File: src/rtl/lcd_tx_sched_if.sv
// Bundles the three handshake channels of the LCD transmit scheduler.
//   cfg_* : init/config byte stream (command/argument bytes, packet framing)
//   pix_* : RGB565 pixel word stream
//   out_* : byte stream towards the SPI/parallel serialiser, with D/CX level
// Modports:
//   slave  : the scheduler (consumes cfg/pix, produces out)
//   master : the surrounding sources and serialiser
interface lcd_tx_sched_if;
  logic        cfg_valid;
  logic [7:0]  cfg_data;
  logic        cfg_is_cmd;
  logic        cfg_eop;
  logic        cfg_last;
  logic        cfg_ready;

  logic        pix_valid;
  logic [15:0] pix_data;
  logic        pix_ready;

  logic        out_valid;
  logic [7:0]  out_data;
  logic        out_dc;
  logic        out_ready;

  modport slave (
    input  cfg_valid, cfg_data, cfg_is_cmd, cfg_eop, cfg_last,
    output cfg_ready,
    input  pix_valid, pix_data,
    output pix_ready,
    output out_valid, out_data, out_dc,
    input  out_ready
  );

  modport master (
    output cfg_valid, cfg_data, cfg_is_cmd, cfg_eop, cfg_last,
    input  cfg_ready,
    output pix_valid, pix_data,
    input  pix_ready,
    input  out_valid, out_data, out_dc,
    output out_ready
  );
endinterface

File: src/rtl/lcd_tx_sched.sv
// LCD transmit scheduler: arbitrates between the init/config byte stream and
// the pixel stream, emitting one byte at a time to the serialiser. Config
// packets are passed straight through; each pixel frame is preceded by the
// RAMWR opcode and every RGB565 word is split into high then low byte.
// Packets and frames are never interleaved; pixels wait for init_done.
//
// Ports:
//   clk        : clock, rising edge
//   rst        : asynchronous active-low reset
//   bus        : lcd_tx_sched_if.slave (cfg_*, pix_*, out_* handshakes)
//   init_done  : sticky, set once the final init packet has been sent
//   frame_done : one-cycle pulse after the last pixel byte of a frame
//   busy       : state is not IDLE
//   frame_cnt  : completed frame count (wraps at 16 bits)
//
// Optional feature macro: LCD_TX_SCHED_FRAME_CNT_EN
//   defined   : frame_cnt counts completed frames
//   undefined : frame_cnt is tied to zero and has no flops
module lcd_tx_sched #(
  parameter int unsigned FRAME_PIXELS = 67200,
  parameter logic [7:0]  RAMWR_OPCODE = 8'h2C
) (
  input  logic              clk,
  input  logic              rst,
  lcd_tx_sched_if.slave     bus,
  output logic              init_done,
  output logic              frame_done,
  output logic              busy,
  output logic [15:0]       frame_cnt
);

  localparam int unsigned     CNT_W    = $clog2(FRAME_PIXELS + 1);
  localparam logic [CNT_W-1:0] LAST_PIX = CNT_W'(FRAME_PIXELS - 1);

  typedef enum logic [2:0] {
    S_IDLE,
    S_CFG,
    S_RAMWR,
    S_PIX_HI,
    S_PIX_LO
  } state_t;

  state_t           state;
  logic [CNT_W-1:0] pix_cnt;
  logic             xfer_c;
  logic             frame_end_c;

  // Output decode: zero-latency pass-through of the active source
  always_comb begin
    bus.out_valid = 1'b0;
    bus.out_data  = 8'h00;
    bus.out_dc    = 1'b0;
    bus.cfg_ready = 1'b0;
    bus.pix_ready = 1'b0;
    case (state)
      S_CFG: begin
        bus.out_valid = bus.cfg_valid;
        bus.out_data  = bus.cfg_data;
        bus.out_dc    = ~bus.cfg_is_cmd;
        bus.cfg_ready = bus.out_ready;
      end
      S_RAMWR: begin
        bus.out_valid = 1'b1;
        bus.out_data  = RAMWR_OPCODE;
        bus.out_dc    = 1'b0;
      end
      S_PIX_HI: begin
        bus.out_valid = bus.pix_valid;
        bus.out_data  = bus.pix_data[15:8];
        bus.out_dc    = 1'b1;
      end
      S_PIX_LO: begin
        // The pixel word is consumed only with its second byte
        bus.out_valid = bus.pix_valid;
        bus.out_data  = bus.pix_data[7:0];
        bus.out_dc    = 1'b1;
        bus.pix_ready = bus.out_ready;
      end
      default: begin
        bus.out_valid = 1'b0;
      end
    endcase
  end

  assign xfer_c      = bus.out_valid && bus.out_ready;
  assign frame_end_c = (state == S_PIX_LO) && xfer_c && (pix_cnt == LAST_PIX);
  assign busy        = (state != S_IDLE);

  // Scheduler FSM, pixel counter and status flags
  always_ff @(posedge clk or negedge rst) begin
    if (!rst) begin
      state      <= S_IDLE;
      pix_cnt    <= '0;
      init_done  <= 1'b0;
      frame_done <= 1'b0;
    end else begin
      frame_done <= frame_end_c;
      case (state)
        S_IDLE: begin
          // Config always wins arbitration over pixels
          if (bus.cfg_valid) begin
            state <= S_CFG;
          end else if (bus.pix_valid && init_done) begin
            state <= S_RAMWR;
          end
        end
        S_CFG: begin
          if (xfer_c && bus.cfg_eop) begin
            state <= S_IDLE;
            if (bus.cfg_last) begin
              init_done <= 1'b1;
            end
          end
        end
        S_RAMWR: begin
          if (xfer_c) begin
            state   <= S_PIX_HI;
            pix_cnt <= '0;
          end
        end
        S_PIX_HI: begin
          if (xfer_c) begin
            state <= S_PIX_LO;
          end
        end
        S_PIX_LO: begin
          if (xfer_c) begin
            if (pix_cnt == LAST_PIX) begin
              state <= S_IDLE;
            end else begin
              pix_cnt <= pix_cnt + CNT_W'(1);
              state   <= S_PIX_HI;
            end
          end
        end
        default: begin
          state <= S_IDLE;
        end
      endcase
    end
  end

`ifdef LCD_TX_SCHED_FRAME_CNT_EN
  // Completed-frame counter, wraps naturally at 16 bits
  always_ff @(posedge clk or negedge rst) begin
    if (!rst) begin
      frame_cnt <= '0;
    end else if (frame_end_c) begin
      frame_cnt <= frame_cnt + 16'd1;
    end
  end
`else
  assign frame_cnt = '0;
`endif

endmodule

File: src/flat_wrapper.sv
// flat-port wrapper written by rule: the top's interface ports become plain ports
module lcd_tx_sched_flat 
#(
  parameter int unsigned FRAME_PIXELS = 67200,
  parameter logic [7:0]  RAMWR_OPCODE = 8'h2C
)
  (clk, rst, init_done, frame_done, busy, frame_cnt, bus_cfg_valid, bus_cfg_data, bus_cfg_is_cmd, bus_cfg_eop, bus_cfg_last, bus_cfg_ready, bus_pix_valid, bus_pix_data, bus_pix_ready, bus_out_valid, bus_out_data, bus_out_dc, bus_out_ready);
  lcd_tx_sched_if bus_i ();
  input  logic clk;
  input  logic rst;
  output logic init_done;
  output logic frame_done;
  output logic busy;
  output logic [15:0] frame_cnt;
  input wire logic [$bits(bus_i.cfg_valid)-1:0] bus_cfg_valid;
  input wire logic [$bits(bus_i.cfg_data)-1:0] bus_cfg_data;
  input wire logic [$bits(bus_i.cfg_is_cmd)-1:0] bus_cfg_is_cmd;
  input wire logic [$bits(bus_i.cfg_eop)-1:0] bus_cfg_eop;
  input wire logic [$bits(bus_i.cfg_last)-1:0] bus_cfg_last;
  output wire logic [$bits(bus_i.cfg_ready)-1:0] bus_cfg_ready;
  input wire logic [$bits(bus_i.pix_valid)-1:0] bus_pix_valid;
  input wire logic [$bits(bus_i.pix_data)-1:0] bus_pix_data;
  output wire logic [$bits(bus_i.pix_ready)-1:0] bus_pix_ready;
  output wire logic [$bits(bus_i.out_valid)-1:0] bus_out_valid;
  output wire logic [$bits(bus_i.out_data)-1:0] bus_out_data;
  output wire logic [$bits(bus_i.out_dc)-1:0] bus_out_dc;
  input wire logic [$bits(bus_i.out_ready)-1:0] bus_out_ready;
  assign bus_i.cfg_valid = bus_cfg_valid;
  assign bus_i.cfg_data = bus_cfg_data;
  assign bus_i.cfg_is_cmd = bus_cfg_is_cmd;
  assign bus_i.cfg_eop = bus_cfg_eop;
  assign bus_i.cfg_last = bus_cfg_last;
  assign bus_cfg_ready = bus_i.cfg_ready;
  assign bus_i.pix_valid = bus_pix_valid;
  assign bus_i.pix_data = bus_pix_data;
  assign bus_pix_ready = bus_i.pix_ready;
  assign bus_out_valid = bus_i.out_valid;
  assign bus_out_data = bus_i.out_data;
  assign bus_out_dc = bus_i.out_dc;
  assign bus_i.out_ready = bus_out_ready;
  lcd_tx_sched #(.FRAME_PIXELS(FRAME_PIXELS), .RAMWR_OPCODE(RAMWR_OPCODE)) u_core (.clk(clk), .rst(rst), .bus(bus_i), .init_done(init_done), .frame_done(frame_done), .busy(busy), .frame_cnt(frame_cnt));
endmodule
File: config.mk
export PLATFORM = sky130hd
export DESIGN_NAME = lcd_tx_sched_flat
export DESIGN_NICKNAME = d
export VERILOG_FILES = /design/src/rtl/lcd_tx_sched_if.sv /design/src/rtl/lcd_tx_sched.sv /design/src/flat_wrapper.sv
export SDC_FILE = /design/constraint.sdc
export NUM_CORES = 1
export LEC_CHECK = 0
export ABC_AREA = 1
export BUFFER_PORTS_ARGS = -buffer_cell sky130_fd_sc_hd__clkbuf_2
export CAP_MARGIN = 15
export CORE_ASPECT_RATIO = 0.8
export CORE_MARGIN = 2
export CORE_UTILIZATION = 30
export CTS_BUF_LIST = sky130_fd_sc_hd__clkbuf_8
export CTS_CLUSTER_SIZE = 10
export DETAILED_ROUTE_END_ITERATION = 8
export PLACE_DENSITY_LB_ADDON = 0.3
export SLEW_MARGIN = 15
export SYNTH_ARGS = -nofsm -noshare
export SYNTH_HDL_FRONTEND = slang
export SYNTH_SLANG_ARGS = --single-unit
export TNS_END_PERCENT = 30
File: constraint.sdc
create_clock -name clk -period 3.62 [get_ports clk]
set_input_delay 1.086 -clock clk [delete_from_list [all_inputs] [get_ports clk]]
set_output_delay 1.086 -clock clk [all_outputs]
set_load 0.02 [all_outputs]
==> reports/metrics.yaml <==
outcome:
  run_status: "finished, final reports clean"
placed_design:
  gp_congestion: 0.816
  dpl_cell_area_um2: 2130
  dp.cells: 415
  hpwl_um: 3340
  port_buffers: 46
drt:
  drc: 0
  viasPerCell: 4.46
  num_vias: 1867
  drtPass1Iterations: 4
  post_drt_wl_per_cell_um: 10.7
  routed_wl_um: 4500
  drt-initial-drc-count: 71
  antenna_left: 0
hold_path:
  hold_path.class: "reg -> reg"
  hold_path_end: "u_core.pix_cnt[16]$_DFFE_PN0P_"
  min_from: "u_core.pix_cnt[16]$_DFFE_PN0P_"
  hold_depth: 2
power_and_ir_drop:
  pwr-share-comb_pct: 57.4
  power_frac_clock_pct: 18.3
  leakage_nw: 1.07
  power.density_nw_per_um2: 586
  internal-power_mw: 0.634
  p_seq_share_pct: 24.3
  p_switching_mw: 0.658
  ir_worst_vdd_uv: 445
  swShare_pct: 50.9
  p_total_mw: 1.29
worst_setup_path:
  required_ps: 2530
  end_kind: "primary output"
  cp_max_fo: 18
  criticalPathCategory: "reg -> out"
  r2r_setup_slack_ps: 1730
  rr_startpoint: "u_core.state[0]$_DFFE_PN0P_"
  crit_path_start_kind: "register"
  arrival_ps: 1820
  worstRegToRegCells: 9
  worstReg2RegEnd: "u_core.pix_cnt[15]$_DFFE_PN0P_"
clocking:
  h-tree-depth: 1
  root_buffer: "clkbuf_8"
  ctsResizeCount: 0
  clock_latency_ps: 270
  cts_tree: "built"
  clk_transition_reported_paths_ps: 90
  cts.sinks: 22
  post-cts-setup-buffers: 0
  cts_made_buffers: 3
  clock_path_buffers: 2
  hold_buffers: 0
logic_synthesis:
  syn_inst: 293
  yosys-top-cells-count: "103 x nand2_1, 42 x nor2_1, 37 x nand3_1"
  synth_warnings: 0
  synthFlopType: "dfrtp_1"
  netlist.area_leader.share_pct: 29.0
  yosysTopAreaCell: "dfrtp_1"
  synth_edf_count: 0
  synth_seq_cells: 22
  synthArstFlopShare_pct: 100
  ys_types: 33
  netlist_area_um2: 1900
  synth.most_common_cell: "nand2_1"
  synthTopCellsByArea: "dfrtp_1 29%, nand2_1 20%, nand3_1 9.7%"
  synth_seq_area_share_pct: 29.0
  synth.avg_cell_area_um2: 6.49
finish:
  area_growth_pct: 16.1
  final_area_um2: 2210
  drive_gt1_share_pct: 22.5
  nets: 372
  diodes: 0
  fin_cells: 419
floorplanning:
  core-area_um2: 6010
  ios: 63
  rows: 25
  die_area_um2: 6990
  start_util_pct: 31.6
  die_w_um: 93.0
  die_h_um: 75.2
job:
  drv_cap: 0
sta:
  final.setup.tns_ps: 0
  fmax_ghz: 0.344
  fin_skew_ps: 2.37
  rsz0062_at_grt: "false"
  slew_headroom_pct: 58.7
  tightest_slew_ps: 617
  slew_violations: 0
  finalSetupViolations: 0
  whs_ps: 522
  finalCritPeriodShare_pct: 80.3
  period_needed_ps: 2910
  final_hold_viol_count: 0
global_route:
  grt_pass1_wl_um: 7550
  grt_pass1_vias: 1617
  grt_max_degree: 23
  gr-total-overflow: 0
  antenna_found_initial: 0
  track_usage_pct: 13.2
[cell usage in the layout (no fill, tap or decap), drive strengths merged, types with 2 or more instances in the layout]
master,n
xnor2,3
clkinv,2
o21ai,6
nand2,118
conb,16
xor2,4
a21oi,3
nor3,2
nand4,4
inv,19
clkbuf,49
nand3,39
dfrtp,22
nor2,44
[cells by family (layout without fill, tap and decap cells)]
group | Yosys count | count (layout) | share of synthesized area, %
and+or+nand+nor | 209 | 209 | 51.0
buffers and inverters | 42 | 72 | 12.9
DFF | 22 | 22 | 29.0
AOI/OAI and AO/OA | 11 | 11 | 3.09
xor gates and xnor gates | 7 | 7 | 3.23
adders and majority gates | 1 | 1 | 0.658
other | 1 | 16 | 0.197
[sequential cells by signal, indices dropped and copies added (netlist names)]
signal / flops
u_core.frame_done: 1
u_core.pix_cnt: 17
u_core.state: 3
u_core.init_done: 1
[worst max path at each step]
stage,start,to,slack (ps),depth (start not counted)
after floorplan,bus_cfg_is_cmd,bus_out_dc,960,1
after global placement,bus_cfg_valid,bus_out_valid,840,6
after detailed placement,bus_cfg_valid,bus_out_valid,840,6
after CTS,u_core.state[0]$_DFFE_PN0P_,bus_out_data[5],730,7
after global routing,u_core.state[0]$_DFFE_PN0P_,bus_out_data[2],530,7
final,u_core.state[0]$_DFFE_PN0P_,bus_out_data[7],710,7
[power groups by stage]
| stage | combinational, mW | sequential, mW | clock, mW |
|---|---|---|---|
| floorplan | 0.567 | 0.317 | 0 |
| global placement | 0.748 | 0.318 | 0 |
| detailed placement | 0.749 | 0.319 | 0 |
| CTS | 0.750 | 0.314 | 0.244 |
| global route | 0.821 | 0.321 | 0.253 |
| finish | 0.742 | 0.314 | 0.236 |
[worst max-delay path, stage by stage (launching register included)]
cell      delay [ps]
dfrtp_1          470
nor2_1           230
nand2_1           80
buf_4            210
inv_2            220
nand2_1           80
nand3_1           90
clkbuf_2         170
[final cells by class]
| type | instances | area [um^2] |
|---|---|---|
| Fill cell | 653 | 3800 |
| Clock buffer | 3 | 41.3 |
| Tap cell | 81 | 101 |
| Sequential cell | 22 | 551 |
| Multi-Input combinational cell | 244 | 1160 |
| Timing Repair Buffer | 47 | 238 |
| Clock inverter | 1 | 30.0 |
| Inverter | 21 | 83.8 |
[through the flow]
| step | util [%] | worst slack, ps |
|---|---|---|
| after floorplan | - | 962 |
| after global placement | 35.5 | 838 |
| after detailed placement | 35.5 | 838 |
| after CTS | 36.7 | 730 |
| after global routing | 36.7 | 528 |
| final | 36.7 | 712 |
[layer usage]
layer,global-route usage [%],routed length (um),vias to the layer above
li1,-,-,986
met1,19.1,2260,837
met3,3.00,202,4
met2,21.1,2010,40
met4,1.47,29,0
met5,0,0,-
Power figures use the tool's default switching activity.
